## config.mk

```make
export PLATFORM = sky130hd
export DESIGN_NAME = led_cmd_pwm_flat
export DESIGN_NICKNAME = d
export VERILOG_FILES = /design/src/rtl/led_cmd_pkg.sv /design/src/rtl/led_cmd_pwm_if.sv /design/src/rtl/led_pwm_chan.sv /design/src/rtl/led_cmd_pwm.sv /design/src/flat_wrapper.sv
export SDC_FILE = /design/constraint.sdc
export NUM_CORES = 1
export LEC_CHECK = 0
export BUFFER_PORTS_ARGS = -buffer_cell sky130_fd_sc_hd__buf_2
export CAP_MARGIN = 20
export CORE_ASPECT_RATIO = 1.2
export CORE_UTILIZATION = 55
export CTS_CLUSTER_SIZE = 20
export DETAILED_ROUTE_END_ITERATION = 10
export PLACE_DENSITY = 0.72
export SETUP_SLACK_MARGIN = 0.3
export SYNTH_ARGS = -nofsm -noshare
export SYNTH_HDL_FRONTEND = slang
export SYNTH_SLANG_ARGS = --single-unit
```

## constraint.sdc

```tcl
create_clock -name clk48 -period 9.68 [get_ports clk48]
set_input_delay 0.484 -clock clk48 [delete_from_list [all_inputs] [get_ports clk48]]
set_output_delay 0.484 -clock clk48 [all_outputs]
set_load 0.05 [all_outputs]
```

## src/rtl/led_cmd_pkg.sv

```systemverilog
// -----------------------------------------------------------------------------
// led_cmd_pkg
// Shared definitions for the byte-command PWM LED controller: command opcodes,
// command FSM state encoding and the blink tick divider derived from the clock.
// -----------------------------------------------------------------------------
package led_cmd_pkg;

    localparam logic [2:0] OP_SET_DUTY  = 3'd0;
    localparam logic [2:0] OP_SET_BLINK = 3'd1;
    localparam logic [2:0] OP_READ_DUTY = 3'd2;

    typedef enum logic [1:0] {
        ST_IDLE     = 2'd0,
        ST_WAIT_ARG = 2'd1,
        ST_RESP     = 2'd2
    } cmd_state_e;

    // Cycles per 10 ms blink tick; never below 1 so the divider stays valid
    // for very slow simulation clocks.
    function automatic int unsigned TICK_DIV(input int unsigned clk_hz);
        int unsigned d;
        d = clk_hz / 100;
        return (d == 0) ? 1 : d;
    endfunction

endpackage

```

## src/rtl/led_cmd_pwm_if.sv

```systemverilog
// -----------------------------------------------------------------------------
// led_cmd_pwm_if
// Command/response byte link between the UART front end and the LED controller.
//   cmd_valid  : one-cycle strobe, cmd_data holds a command byte
//   cmd_data   : command byte
//   resp_ready : downstream (UART transmitter) accepts resp_data
//   resp_valid : response byte available
//   resp_data  : response byte
// master = command source / response sink, slave = the LED controller.
// -----------------------------------------------------------------------------
interface led_cmd_pwm_if;
    logic       cmd_valid;
    logic [7:0] cmd_data;
    logic       resp_ready;
    logic       resp_valid;
    logic [7:0] resp_data;

    modport master (
        output cmd_valid, cmd_data, resp_ready,
        input  resp_valid, resp_data
    );

    modport slave (
        input  cmd_valid, cmd_data, resp_ready,
        output resp_valid, resp_data
    );
endinterface

```

## src/rtl/led_pwm_chan.sv

```systemverilog
// -----------------------------------------------------------------------------
// led_pwm_chan
// One PWM LED channel: pending/active duty registers, wrap-synchronous load,
// compare against the shared counter and a registered, polarity-adjusted output.
//   clk48, rst    : clock, asynchronous active-high reset
//   pwm_cnt_i     : shared free-running PWM counter
//   wrap_i        : high on the cycle pwm_cnt_i is at its maximum
//   blink_on_i    : global blink phase (0 forces the LED dark)
//   wr_en_i       : load wr_duty_i into the pending register
//   wr_duty_i     : new duty value
//   act_duty_o    : duty currently in effect (for readback)
//   led_o         : registered LED drive
// -----------------------------------------------------------------------------
module led_pwm_chan #(
    parameter int PWM_BITS   = 8,
    parameter bit ACTIVE_LOW = 1'b1
) (
    input  logic                clk48,
    input  logic                rst,
    input  logic [PWM_BITS-1:0] pwm_cnt_i,
    input  logic                wrap_i,
    input  logic                blink_on_i,
    input  logic                wr_en_i,
    input  logic [PWM_BITS-1:0] wr_duty_i,
    output logic [PWM_BITS-1:0] act_duty_o,
    output logic                led_o
);

    logic [PWM_BITS-1:0] pend_q;
    logic [PWM_BITS-1:0] act_q;
    logic                led_q;
    logic                lit_d;

    assign lit_d = blink_on_i && (pwm_cnt_i < act_q);

    // The active duty only changes on the wrap cycle, so a period is never cut
    // short. A write landing on the wrap cycle reaches pend_q one cycle too
    // late for this load and takes effect at the following wrap.
    always_ff @(posedge clk48 or posedge rst) begin
        if (rst) begin
            pend_q <= '0;
            act_q  <= '0;
            led_q  <= ACTIVE_LOW;
        end else begin
            if (wr_en_i) begin
                pend_q <= wr_duty_i;
            end
            if (wrap_i) begin
                act_q <= pend_q;
            end
            led_q <= lit_d ^ ACTIVE_LOW;
        end
    end

    assign act_duty_o = act_q;
    assign led_o      = led_q;

endmodule

```

## src/rtl/led_cmd_pwm.sv

```systemverilog
// -----------------------------------------------------------------------------
// led_cmd_pwm
// Byte-command-driven multi-channel PWM LED controller with global blink.
//   clk48  : sole clock
//   rst    : asynchronous active-high reset
//   bus    : command/response byte link (slave side)
//   led    : registered LED drives, one per channel
// Commands: header byte {1, opcode[2:0], channel[3:0]}
//   SET_DUTY  (0) + duty byte
//   SET_BLINK (1) + half-period byte in 10 ms ticks (0 = solid)
//   READ_DUTY (2) -> one response byte with the channel's active duty
// -----------------------------------------------------------------------------
module led_cmd_pwm
    import led_cmd_pkg::*;
#(
    parameter int          CHANNELS   = 3,
    parameter int          PWM_BITS   = 8,
    parameter int unsigned CLK_HZ     = 48000000,
    parameter bit          ACTIVE_LOW = 1'b1
) (
    input  logic                clk48,
    input  logic                rst,
    led_cmd_pwm_if.slave        bus,
    output logic [CHANNELS-1:0] led
);

    localparam int unsigned TDIV   = TICK_DIV(CLK_HZ);
    localparam int          TICK_W = (TDIV > 1) ? $clog2(TDIV) : 1;

    // Shared PWM counter
    logic [PWM_BITS-1:0] pwm_cnt_q;
    logic                wrap;

    // Blink timer
    logic [TICK_W-1:0]   div_q;
    logic                tick;
    logic [7:0]          blink_per_q;
    logic [7:0]          blink_cnt_q;
    logic                blink_ph_q;
    logic                blink_on;

    // Command FSM
    cmd_state_e          state_q, state_d;
    logic [2:0]          op_q;
    logic [3:0]          ch_q;
    logic                hdr_ok;
    logic                arg_stb;
    logic                blink_wr;
    logic                rd_hdr;
    logic                resp_valid_q;
    logic [7:0]          resp_data_q;
    logic [7:0]          rd_duty;

    // Channel datapath
    logic [CHANNELS-1:0] wr_en;
    logic [PWM_BITS-1:0] wr_duty;
    logic [PWM_BITS-1:0] act_duty [CHANNELS];

    assign wrap     = &pwm_cnt_q;
    assign tick     = (div_q == TICK_W'(TDIV - 1));
    assign blink_on = (blink_per_q == 8'd0) || blink_ph_q;

    assign hdr_ok   = bus.cmd_valid && bus.cmd_data[7];
    assign arg_stb  = (state_q == ST_WAIT_ARG) && bus.cmd_valid;
    assign blink_wr = arg_stb && (op_q == OP_SET_BLINK);
    assign rd_hdr   = (state_q == ST_IDLE) && hdr_ok && (bus.cmd_data[6:4] == OP_READ_DUTY);

    // Size cast truncates to PWM_BITS or zero-extends the argument byte.
    assign wr_duty  = PWM_BITS'(bus.cmd_data);

    always_comb begin
        wr_en = '0;
        for (int i = 0; i < CHANNELS; i++) begin
            wr_en[i] = arg_stb && (op_q == OP_SET_DUTY) && (ch_q == 4'(i));
        end
    end

    // Out-of-range channels match nothing and read back as 0x00.
    always_comb begin
        rd_duty = 8'h00;
        for (int i = 0; i < CHANNELS; i++) begin
            if (bus.cmd_data[3:0] == 4'(i)) begin
                rd_duty = 8'(act_duty[i]);
            end
        end
    end

    always_comb begin
        state_d = state_q;
        case (state_q)
            ST_IDLE: begin
                if (hdr_ok) begin
                    if ((bus.cmd_data[6:4] == OP_SET_DUTY) || (bus.cmd_data[6:4] == OP_SET_BLINK)) begin
                        state_d = ST_WAIT_ARG;
                    end else if (bus.cmd_data[6:4] == OP_READ_DUTY) begin
                        state_d = ST_RESP;
                    end
                end
            end
            ST_WAIT_ARG: begin
                if (bus.cmd_valid) begin
                    state_d = ST_IDLE;
                end
            end
            ST_RESP: begin
                if (resp_valid_q && bus.resp_ready) begin
                    state_d = ST_IDLE;
                end
            end
            default: state_d = ST_IDLE;
        endcase
    end

    always_ff @(posedge clk48 or posedge rst) begin
        if (rst) begin
            state_q <= ST_IDLE;
            op_q    <= 3'd0;
            ch_q    <= 4'd0;
        end else begin
            state_q <= state_d;
            if ((state_q == ST_IDLE) && hdr_ok) begin
                op_q <= bus.cmd_data[6:4];
                ch_q <= bus.cmd_data[3:0];
            end
        end
    end

    // Response byte is captured at the header and held until the handshake.
    always_ff @(posedge clk48 or posedge rst) begin
        if (rst) begin
            resp_valid_q <= 1'b0;
            resp_data_q  <= 8'h00;
        end else if (rd_hdr) begin
            resp_valid_q <= 1'b1;
            resp_data_q  <= rd_duty;
        end else if (resp_valid_q && bus.resp_ready) begin
            resp_valid_q <= 1'b0;
        end
    end

    assign bus.resp_valid = resp_valid_q;
    assign bus.resp_data  = resp_data_q;

    always_ff @(posedge clk48 or posedge rst) begin
        if (rst) begin
            pwm_cnt_q <= '0;
        end else begin
            pwm_cnt_q <= pwm_cnt_q + PWM_BITS'(1);
        end
    end

    // Writing the blink period restarts the tick prescaler and tick count and
    // turns the phase on, so the first half-period is always a full one.
    always_ff @(posedge clk48 or posedge rst) begin
        if (rst) begin
            div_q       <= '0;
            blink_per_q <= 8'd0;
            blink_cnt_q <= 8'd0;
            blink_ph_q  <= 1'b1;
        end else if (blink_wr) begin
            div_q       <= '0;
            blink_per_q <= bus.cmd_data;
            blink_cnt_q <= 8'd0;
            blink_ph_q  <= 1'b1;
        end else begin
            div_q <= tick ? '0 : div_q + TICK_W'(1);
            if (tick) begin
                if (blink_per_q == 8'd0) begin
                    blink_cnt_q <= 8'd0;
                    blink_ph_q  <= 1'b1;
                end else if (blink_cnt_q + 8'd1 == blink_per_q) begin
                    blink_cnt_q <= 8'd0;
                    blink_ph_q  <= ~blink_ph_q;
                end else begin
                    blink_cnt_q <= blink_cnt_q + 8'd1;
                end
            end
        end
    end

    for (genvar g = 0; g < CHANNELS; g++) begin : g_chan
        led_pwm_chan #(
            .PWM_BITS   (PWM_BITS),
            .ACTIVE_LOW (ACTIVE_LOW)
        ) u_chan (
            .clk48      (clk48),
            .rst        (rst),
            .pwm_cnt_i  (pwm_cnt_q),
            .wrap_i     (wrap),
            .blink_on_i (blink_on),
            .wr_en_i    (wr_en[g]),
            .wr_duty_i  (wr_duty),
            .act_duty_o (act_duty[g]),
            .led_o      (led[g])
        );
    end

endmodule

```

## src/flat_wrapper.sv

```systemverilog
// flat-port wrapper written by rule: the top's interface ports become plain ports
module led_cmd_pwm_flat import led_cmd_pkg::*;
#(
    parameter int          CHANNELS   = 3,
    parameter int          PWM_BITS   = 8,
    parameter int unsigned CLK_HZ     = 48000000,
    parameter bit          ACTIVE_LOW = 1'b1
)
  (clk48, rst, led, bus_cmd_valid, bus_cmd_data, bus_resp_ready, bus_resp_valid, bus_resp_data);
  led_cmd_pwm_if bus_i ();
  input  logic clk48;
  input  logic rst;
  output logic [CHANNELS-1:0] led;
  input wire logic [$bits(bus_i.cmd_valid)-1:0] bus_cmd_valid;
  input wire logic [$bits(bus_i.cmd_data)-1:0] bus_cmd_data;
  input wire logic [$bits(bus_i.resp_ready)-1:0] bus_resp_ready;
  output wire logic [$bits(bus_i.resp_valid)-1:0] bus_resp_valid;
  output wire logic [$bits(bus_i.resp_data)-1:0] bus_resp_data;
  assign bus_i.cmd_valid = bus_cmd_valid;
  assign bus_i.cmd_data = bus_cmd_data;
  assign bus_i.resp_ready = bus_resp_ready;
  assign bus_resp_valid = bus_i.resp_valid;
  assign bus_resp_data = bus_i.resp_data;
  led_cmd_pwm #(.CHANNELS(CHANNELS), .PWM_BITS(PWM_BITS), .CLK_HZ(CLK_HZ), .ACTIVE_LOW(ACTIVE_LOW)) u_core (.clk48(clk48), .rst(rst), .bus(bus_i), .led(led));
endmodule
```

==> flow_metrics.py, run 1 <==
metrics = {
    "run_status": {
        "outcome": "complete, no violations",
    },
    "min_path": {
        "hold_path.class": "input pin to asynchronous set/reset pin",
    },
    "setup_path": {
        "worstSetupPathType": "flop to flop",
        "path_cells": "ha_1 > nand3_1 > or3_1 > a221o_1 > nand3_1 > o211ai_2 > a41oi_1 > a31oi_1",
        "critPathMaxStageDelay_ps": 460,
        "cpMostUsedCell": "nand3_1",
        "worst_path_max_delay_cell": "dfrtp_1",
        "path_max_fanout": 13,
        "end_kind": "flop",
        "crit_path_start_kind": "flop",
        "critPathArrivalTime_ps": 2830,
        "worstPathRequired_ps": 9940,
    },
    "pwr": {
        "comb_power_share_pct": 11.3,
        "power_density_mw_per_mm2": 218,
        "p_leak_nw": 2.99,
        "internal-power_mw": 1.04,
        "irDropWorstVdd_uv": 145,
        "clockPowerShare_pct": 47.8,
        "p_sw_mw": 0.346,
        "switching_share_pct": 25.0,
        "power_frac_seq_pct": 40.9,
    },
    "synthesis": {
        "yosysWarnings": 0,
        "syn_inst": 507,
        "synth_top_cell_by_area": "dfrtp_1",
        "ys_seq_elements": 113,
        "synth_cell_types": 50,
        "avgSynthCellArea_um2": 10.9,
        "synth_ff_type": "dfrtp_1",
        "async_reset_ff_share_pct": 100,
        "synth-edff-count": 0,
        "netlist.area_leader.share_pct": 49.2,
        "syn_nets": 543,
        "synth_area_mm2": 0.00554,
        "netlist_top_cells_area": "dfrtp_1 (49%), mux2_2 (11%), ha_1 (5.4%)",
        "ys_seq_area_share_pct": 51.1,
    },
    "finish": {
        "fin_nets": 564,
        "final_common_cell": "dfrtp_1",
        "layout-drive-gt1-share_pct": 23.5,
        "finish.instance_area_mm2": 0.00636,
        "mostFrequentLayoutCells": "dfrtp_1 (109), mux2_2 (56), nand2_1 (51)",
        "synthToLayoutAreaGrowth_pct": 14.8,
        "n_antenna_cell": 0,
        "fillers": 734,
    },
    "grt": {
        "grt_max_degree": 79,
        "grt-ovfl-total": 0,
        "grt_antenna_before_repair": 0,
        "track_usage_pct": 24.7,
        "grt_pass1_vias": 4078,
        "grt_pass1_wl_um": 19700,
    },
    "routing": {
        "first_iter_violations": 211,
        "dr.pass1.iters": 4,
        "final_antenna_net_count": 0,
        "via_per_inst": 5.86,
        "drt-wirelength-per-cell_um": 17.6,
        "drc": 0,
        "wl_um": 11700,
        "via_count": 3892,
    },
    "clock_tree": {
        "clockBufferDepth": 2,
        "postCtsHoldBufs": 0,
        "clock_latency_ps": 410,
        "cts_tree": "done",
        "clkSinkCount": 113,
        "postCtsSetupBuffers": 0,
        "cts-resized-gates": 0,
        "cts_made_buffers": 17,
        "cts_root_buf": "clkbuf_16",
        "path_clk_slew_ps": 50,
        "cts_htree_levels": 4,
    },
    "die": {
        "start_util_pct": 57.3,
        "chipHeight_um": 112,
        "die_w_um": 93.6,
        "rows": 39,
        "die_area_mm2": 0.0105,
        "coreArea_mm2": 0.00966,
        "ioPinCount": 24,
    },
    "sta": {
        "setup_violations": 0,
        "fin_crit_ps": 2560,
        "max_slew_margin_pct": 33.8,
        "hold_violations": 0,
        "fmax_ghz": 0.390,
        "rsz0062_at_grt": "no",
        "tightest_slew_ps": 993,
        "tns_ps": 0,
        "report.final.slew_viol_count": 0,
        "finClkSkew_ps": 6.05,
        "min_period_over_period_pct": 26.5,
    },
    "placed_design": {
        "place_congestion": 0.837,
        "port_buffers": 23,
        "dpl_cell_area_mm2": 0.00572,
        "hpwl_um": 7740,
    },
    "flow_run": {
        "maxCapViolations": 0,
    },
}
[critical path, delay by kind of cell, from the launching register on]
kind	cells	cell delay, ps
AOI/OAI and AO/OA	4	980
adders and majority gates	1	290
DFF	1	460
and+or+nand+nor	3	690
[cells in the mapped netlist (2+ instances only)]
master	number
or3_1	3
a21oi_1	15
xnor2_1	14
o21a_1	3
or2_2	2
mux2i_1	9
nand3_1	14
o31ai_1	2
nand2_1	51
nand4_1	7
ha_1	24
a31oi_1	8
nand2b_1	3
and3_1	6
buf_2	4
a21boi_0	3
nor3_1	9
and2_1	2
a41oi_1	4
and4_1	5
inv_1	24
xor2_1	15
mux2_2	56
dfstp_2	4
buf_1	3
nor2b_1	2
clkbuf_1	12
or4_1	4
buf_4	4
dfrtp_1	109
nor2_1	42
o21ai_0	26
[metal layers]
| metal | vias to the layer above | wire, um | global-route usage (%) |
|---|---|---|---|
| met5 | - | 0 | 0 |
| met4 | 0 | 337 | 10.8 |
| met3 | 27 | 395 | 5.40 |
| met2 | 77 | 6100 | 43.0 |
| met1 | 1974 | 4890 | 29.2 |
| li1 | 1814 | - | - |
[state kept, by name, indices dropped and copies added, names as in the netlist]
name                             flops
u_core.g_chan.u_chan.act_duty_o     24
u_core.g_chan.u_chan.pend_q         24
u_core.div_q                        19
u_core.blink_cnt_q                   8
u_core.blink_per_q                   8
u_core.bus.resp_data                 8
u_core.pwm_cnt_q                     8
u_core.ch_q                          4
u_core.g_chan.u_chan.led_o           3
u_core.op_q                          3
u_core.state_q                       2
u_core.blink_ph_q                    1
u_core.bus.resp_valid                1
[power by group through the flow]
stage / Clock (mW) / Sequential, mW / Combinational [mW]
CTS: 0.670 / 0.565 / 0.158
global placement: 0 / 0.569 / 0.147
finish: 0.662 / 0.566 / 0.157
detailed placement: 0 / 0.572 / 0.153
global route: 0.691 / 0.572 / 0.175
floorplan: 0 / 0.559 / 0.121
[final timing paths]
kind,from,endpoint,slack [ps],cells past startpoint
hold reg to reg,u_core.state_q[1],u_core.state_q[0],460,1
max in group asynchronous,rst,u_core.g_chan[1].u_chan.act_duty_o[6],8230,3
setup / recovery,u_core.blink_cnt_q[0],u_core.blink_cnt_q[3],7120,8
hold / removal,rst,u_core.g_chan[0].u_chan.act_duty_o[6],100,2
setup reg to reg,u_core.blink_cnt_q[0],u_core.blink_cnt_q[3],7120,8
min in group clk48,bus_resp_ready,u_core.bus.resp_valid,270,2
[logic make-up (layout without fill, tap and decap cells)]
group                    after synthesis  in the layout  share of synthesized area [%]
AND/OR/NAND/NOR                      160            160                           14.5
multiplexers                          65             65                           13.0
adder cells (fa/ha/maj)               24             24                           5.42
XOR/XNOR                              29             29                           4.59
AO/OA/AOI/OAI                         69             69                           7.84
buffers and inverters                 47             81                           3.55
flip-flops                           113            113                           51.1
[through the flow]
step / utilization [%] / hold WS [ps] / instances / setup WS (ps) / power, mW
2_1_floorplan: - / 427 / 507 / 6220 / 0.680
3_3_place_gp: 59.2 / 450 / 632 / 7060 / 0.716
3_5_place_dp: 59.2 / 457 / 632 / 6940 / 0.725
4_1_cts: 65.8 / 105 / 664 / 7130 / 1.39
5_1_grt: 65.8 / 141 / 664 / 6900 / 1.44
6_report: 65.8 / 97.4 / 664 / 7120 / 1.38
[layout make-up]
| class | count | area (um^2) | area share [%] |
|---|---|---|---|
| clock buffers | 23 | 478 | 7.52 |
| clock inverters | 9 | 154 | 2.42 |
| inverters | 24 | 92.6 | 1.46 |
| multi-input cells | 347 | 2510 | 39.6 |
| flip-flops and latches | 113 | 2830 | 44.6 |
| well taps | 123 | 154 | 2.42 |
| repair buffers | 25 | 130 | 2.05 |
Power figures use the tool's default switching activity.
==> run 2: changes to the inputs <==
- ABC_AREA: unset -> 1
- clock period: 9.68 -> 2.65 ns (I/O delays scaled with it)
==> run 2 against run 1 <==
Effect of this change:
- combinational power rose to 6.5 times the previous value
- largest power group is now sequential cells
- flip-flop and latch count unchanged
- final area about the same
- first-iteration DRC count up 40%
- critical path type unchanged
- worst hold slack better by 6.1 ps
- non-clock buffer count up 6
- synthesized cell count up 23%
- count of clock-buffer cells in the layout up 3
- global-route usage up 1.2 points
- setup slack worse by 6500 ps
- total power rose to 3.9 times the previous value
==> flow_metrics.py, run 2 <==
metrics = {
    "finish": {
        "post-route-util_pct": 65.7,
        "final_common_cell": "nand2_1",
        "layout-drive-gt1-share_pct": 12.1,
        "n_antenna_cell": 0,
        "mostFrequentLayoutCells": "nand2_1 (115), dfrtp_1 (109), inv_1 (77)",
        "finish.instance_area_mm2": 0.00635,
        "synthToLayoutAreaGrowth_pct": 15.0,
        "fin_nets": 694,
        "fillers": 773,
    },
    "flow_run": {
        "maxCapViolations": 0,
    },
    "synthesis": {
        "ys_seq_area_share_pct": 51.3,
        "synth_top_cells_by_count": "nand2_1 (115), dfrtp_1 (109), inv_1 (78)",
        "syn_inst": 624,
        "synth_area_mm2": 0.00552,
        "avgSynthCellArea_um2": 8.85,
        "synth_ff_type": "dfrtp_1",
        "ys_seq_elements": 113,
        "yosysWarnings": 0,
        "netlist.area_leader.share_pct": 49.4,
        "async_reset_ff_share_pct": 100,
        "synth-edff-count": 0,
        "syn_nets": 660,
        "synth_top_cell_by_area": "dfrtp_1",
        "yosys.cell_count.top_type": "nand2_1",
        "synth_cell_types": 41,
        "netlist_top_cells_area": "dfrtp_1 (49%), nand2_1 (7.8%), ha_1 (5.4%)",
    },
    "routing": {
        "drc": 0,
        "first_iter_violations": 296,
        "drt-wirelength-per-cell_um": 15.1,
        "via_count": 4290,
        "wl_um": 12000,
        "final_antenna_net_count": 0,
        "dr.pass1.iters": 5,
        "via_per_inst": 5.40,
    },
    "clock_tree": {
        "path_clk_slew_ps": 50,
        "postCtsHoldBufs": 3,
        "cts_htree_levels": 4,
        "clockBufferDepth": 2,
        "postCtsSetupBuffers": 0,
        "clock_latency_ps": 410,
        "cts-resized-gates": 0,
        "cts_root_buf": "clkbuf_16",
        "clkSinkCount": 113,
        "cts_tree": "done",
        "cts_made_buffers": 17,
    },
    "grt": {
        "track_usage_pct": 26.0,
        "grt_pass1_vias": 4386,
        "grt-ovfl-total": 0,
        "grt_pass1_wl_um": 20600,
        "grt_max_degree": 49,
        "grt_antenna_before_repair": 0,
    },
    "setup_path": {
        "crit_path_start_kind": "flop",
        "worstPathRequired_ps": 2950,
        "path_max_fanout": 16,
        "reg2reg_from": "u_core.state_q[1]",
        "timing.rr.end": "u_core.bus.resp_data[0]",
        "ff2ff_path_depth": 5,
        "critPathArrivalTime_ps": 2360,
        "rrSetupSlack_ps": 590,
        "worstSetupPathType": "flop to flop",
        "end_kind": "flop",
    },
    "sta": {
        "setup_violations": 0,
        "max_slew_margin_pct": 44.9,
        "rsz0062_at_grt": "no",
        "fmax_ghz": 0.485,
        "tightest_slew_ps": 820,
        "fin_ws_ps": 588,
        "min_period_over_period_pct": 77.8,
        "fin_crit_ps": 2060,
        "tns_ps": 0,
        "finClkSkew_ps": 9.33,
        "report.final.slew_viol_count": 0,
        "hold_violations": 0,
    },
    "pwr": {
        "p_leak_nw": 3.02,
        "power_density_mw_per_mm2": 852,
        "power_mw": 5.41,
        "irDropWorstVdd_uv": 598,
    },
    "run_status": {
        "outcome": "complete, no violations",
    },
    "die": {
        "start_util_pct": 57.2,
        "chipHeight_um": 112,
        "die_area_mm2": 0.0105,
        "die_w_um": 93.5,
        "ioPinCount": 24,
        "coreArea_mm2": 0.00966,
        "rows": 39,
    },
    "min_path": {
        "hold_start": "bus_cmd_data[3]",
        "worstHoldEndpoint": "u_core.g_chan[2].u_chan.pend_q[3]",
        "hold_path.class": "input pin to flop",
        "min_path_cells": 3,
    },
    "placed_design": {
        "place_congestion": 0.844,
        "pre_cts_ws_ps": 613,
        "dpl_cell_area_mm2": 0.00576,
        "port_buffers": 23,
        "hpwl_um": 8440,
    },
}
run 2: report_power, final:
group          switching, mW  leakage, nW  total (mW)  internal (mW)
Clock                  0.735        0.276        2.16           1.42
Sequential             0.222         1.48        2.23           2.01
Combinational          0.670         1.27        1.02          0.352
run 2: logic make-up (layout without fill, tap and decap cells):
group	after synthesis	count (layout)	synth area share, %
simple gates	249	249	20.7
compound gates	128	128	13.0
flops	113	113	51.3
buf+inv	95	142	7.13
fa+ha+maj	24	24	5.44
xor+xnor	15	15	2.38
run 2: area by class of cell:
class                      count  area (um^2)  area share, %
clock buffer                  26          479           7.55
tap                          123          154           2.42
sequential                   113         2830           44.6
multi-input combinational    416         2300           36.2
inverter                      79          300           4.73
timing repair buffer          31          208           3.27
clock inverter                 6         80.1           1.26
run 2: per-stage QoR:
stage	instances	hold slack, ps
floorplan	624	229
finish	794	103
detailed placement	759	309
global route	794	101
global placement	759	301
CTS	794	88.9
run 2: how the worst max path moves through the flow:
| stage | cells after the start | from | slack [ps] | to |
|---|---|---|---|---|
| 3_3_place_gp | 5 | u_core.state_q[1] | 770 | u_core.bus.resp_data[1] |
| 5_1_grt | 5 | u_core.state_q[1] | 370 | u_core.bus.resp_data[0] |
| 6_report | 5 | u_core.state_q[1] | 590 | u_core.bus.resp_data[0] |
| 3_5_place_dp | 5 | u_core.state_q[1] | 610 | u_core.bus.resp_data[0] |
| 4_1_cts | 5 | u_core.state_q[1] | 610 | u_core.bus.resp_data[0] |
| 2_1_floorplan | 13 | u_core.blink_cnt_q[0] | 1050 | u_core.blink_ph_q |
run 2: metal layers:
metal,wire [um],GRT usage (%),up-vias
met2,6230,45.3,70
met3,398,6.22,22
met1,5030,29.9,2072
li1,-,-,2126
met5,0,0,-
met4,323,11.7,0
run 2: worst max-delay path: stages, from the launching register on:
cell     delay, ps
dfrtp_1        410
nor2_1         140
nand3_2        260
nor4_4         700
o21ai_0        230
o22a_1         210
==> run 3: changes to the inputs <==
- clock period: 2.65 -> 2 ns (I/O delays scaled with it)
==> run 3 against run 2 <==
Effect of this change:
- final area rose by 7.6%
- final cell count rose by 2.5%
- total power rose by 41%
- sequential power rose by 33%
- first-iteration DRC count rose by 16%
- highest routed layer unchanged
==> flow_metrics.py, run 3 (synthesis results as in run 2) <==
metrics = {
    "die": {
        "die_area_mm2": 0.0105,
        "die_w_um": 93.5,
        "coreArea_mm2": 0.00966,
        "chipHeight_um": 112,
        "rows": 39,
        "start_util_pct": 57.2,
        "ioPinCount": 24,
    },
    "setup_path": {
        "worstSetupPathType": "flop to flop",
        "path_max_fanout": 6,
        "critPathArrivalTime_ps": 2120,
        "worstPathRequired_ps": 2320,
        "crit_path_start_kind": "flop",
        "end_kind": "flop",
    },
    "sta": {
        "max_slew_margin_pct": 63.5,
        "report.final.slew_viol_count": 0,
        "fmax_ghz": 0.557,
        "min_period_over_period_pct": 89.7,
        "fin_crit_ps": 1790,
        "rsz0062_at_grt": "yes",
        "hold_violations": 0,
        "finClkSkew_ps": 7.95,
        "hold_slack_ps": 6.57,
        "fin_ws_ps": 206,
        "tns_ps": 0,
        "setup_violations": 0,
        "tightest_slew_ps": 546,
    },
    "placed_design": {
        "port_buffers": 23,
        "pre_cts_ws_ps": 156,
        "hpwl_um": 8100,
        "place_congestion": 0.850,
    },
    "clock_tree": {
        "path_clk_slew_ps": 60,
        "cts_made_buffers": 17,
        "clockBufferDepth": 2,
        "cts_htree_levels": 4,
        "cts_tree": "done",
        "cts_root_buf": "clkbuf_16",
        "clock_latency_ps": 420,
        "clkSinkCount": 113,
    },
    "finish": {
        "n_antenna_cell": 0,
        "synthToLayoutAreaGrowth_pct": 23.7,
        "multi_input_area_mm2": 0.00261,
        "post-route-util_pct": 70.7,
        "fillers": 686,
        "fin_nets": 714,
        "mostFrequentLayoutCells": "dfrtp_1 (108), nand2_1 (104), inv_1 (74)",
        "layout-drive-gt1-share_pct": 22.9,
        "final_common_cell": "dfrtp_1",
        "register_area_mm2": 0.00283,
    },
    "routing": {
        "wl_um": 13200,
        "drc": 0,
        "first_iter_violations": 344,
        "via_count": 4603,
        "final_antenna_net_count": 0,
        "drt-wirelength-per-cell_um": 16.3,
        "via_per_inst": 5.65,
        "dr.pass1.iters": 4,
    },
    "pwr": {
        "power_mw": 7.60,
        "irDropWorstVdd_uv": 747,
        "power_density_mw_per_mm2": 1110,
        "p_leak_nw": 3.20,
    },
    "flow_run": {
        "maxCapViolations": 0,
    },
    "min_path": {
        "hold_path.class": "input pin to flop",
    },
    "grt": {
        "track_usage_pct": 25.6,
        "grt_max_degree": 95,
        "grt-ovfl-total": 0,
        "grt_pass1_wl_um": 20500,
        "grt_antenna_before_repair": 0,
        "grt_pass1_vias": 4430,
    },
    "run_status": {
        "outcome": "complete, no violations",
    },
}
[run 3: repair_timing]
item,4_1_cts,5_1_grt
pin swaps,5,20
buffers inserted,7,7
hold buffers,4,0
gates cloned,3,0
resized for setup,11,69
setup endpoints to repair,45,63
hold endpoints to repair,112,0
[run 3: worst max-delay path, stage by stage, from the launching register on]
cell and delay [ps]:
dfrtp_1 420, buf_6 140, nand2_4 50, nor2_4 230, nand2_2 120, and2_4 180
nor2_4 130, nor2_4 50, nand3_4 110, nand2_4 90, o22ai_1 160
[run 3: per-stage QoR]
stage                     std cells  cell area [um^2]
after detailed placement        761              5780
after floorplan                 624              5530
after CTS                       807              6490
final                           814              6830
after global routing            814              6830
after global placement          761              5780
[run 3: area by class of cell]
cell class,count,share of cell area [%]
Sequential cell,113,41.5
Multi-Input combinational cell,419,38.2
Clock buffer,17,6.23
Timing Repair Buffer,48,5.16
Inverter,79,4.50
Tap cell,123,2.25
Clock inverter,15,2.18
[run 3: worst paths after layout]
kind,from,to,slack [ps],cells after the start
max,u_core.blink_cnt_q[1],u_core.blink_cnt_q[6],210,10
min,bus_cmd_data[4],u_core.state_q[1],7,4
max reg2reg,u_core.blink_cnt_q[1],u_core.blink_cnt_q[6],210,10
min reg2reg,u_core.blink_ph_q,u_core.blink_ph_q,470,2
max in group asynchronous,rst,u_core.blink_cnt_q[6],1220,4
min in group asynchronous,rst,u_core.bus.resp_data[0],320,4
[run 3: where the power goes]
group          switching [mW]  leakage, nW  internal [mW]  total, mW
registers               0.316         1.48           2.66       2.97
logic                    1.10         1.45          0.627       1.73
clock network            1.16        0.273           1.74       2.90
[run 3: routing by layer]
metal | global-route usage [%] | part of all wire (%) | vias up
met4 | 10.5 | 3.6 | 0
li1 | - | - | 2177
met5 | 0 | 0 | -
met1 | 30.1 | 40 | 2228
met2 | 44.9 | 52 | 154
met3 | 5.67 | 4.6 | 44
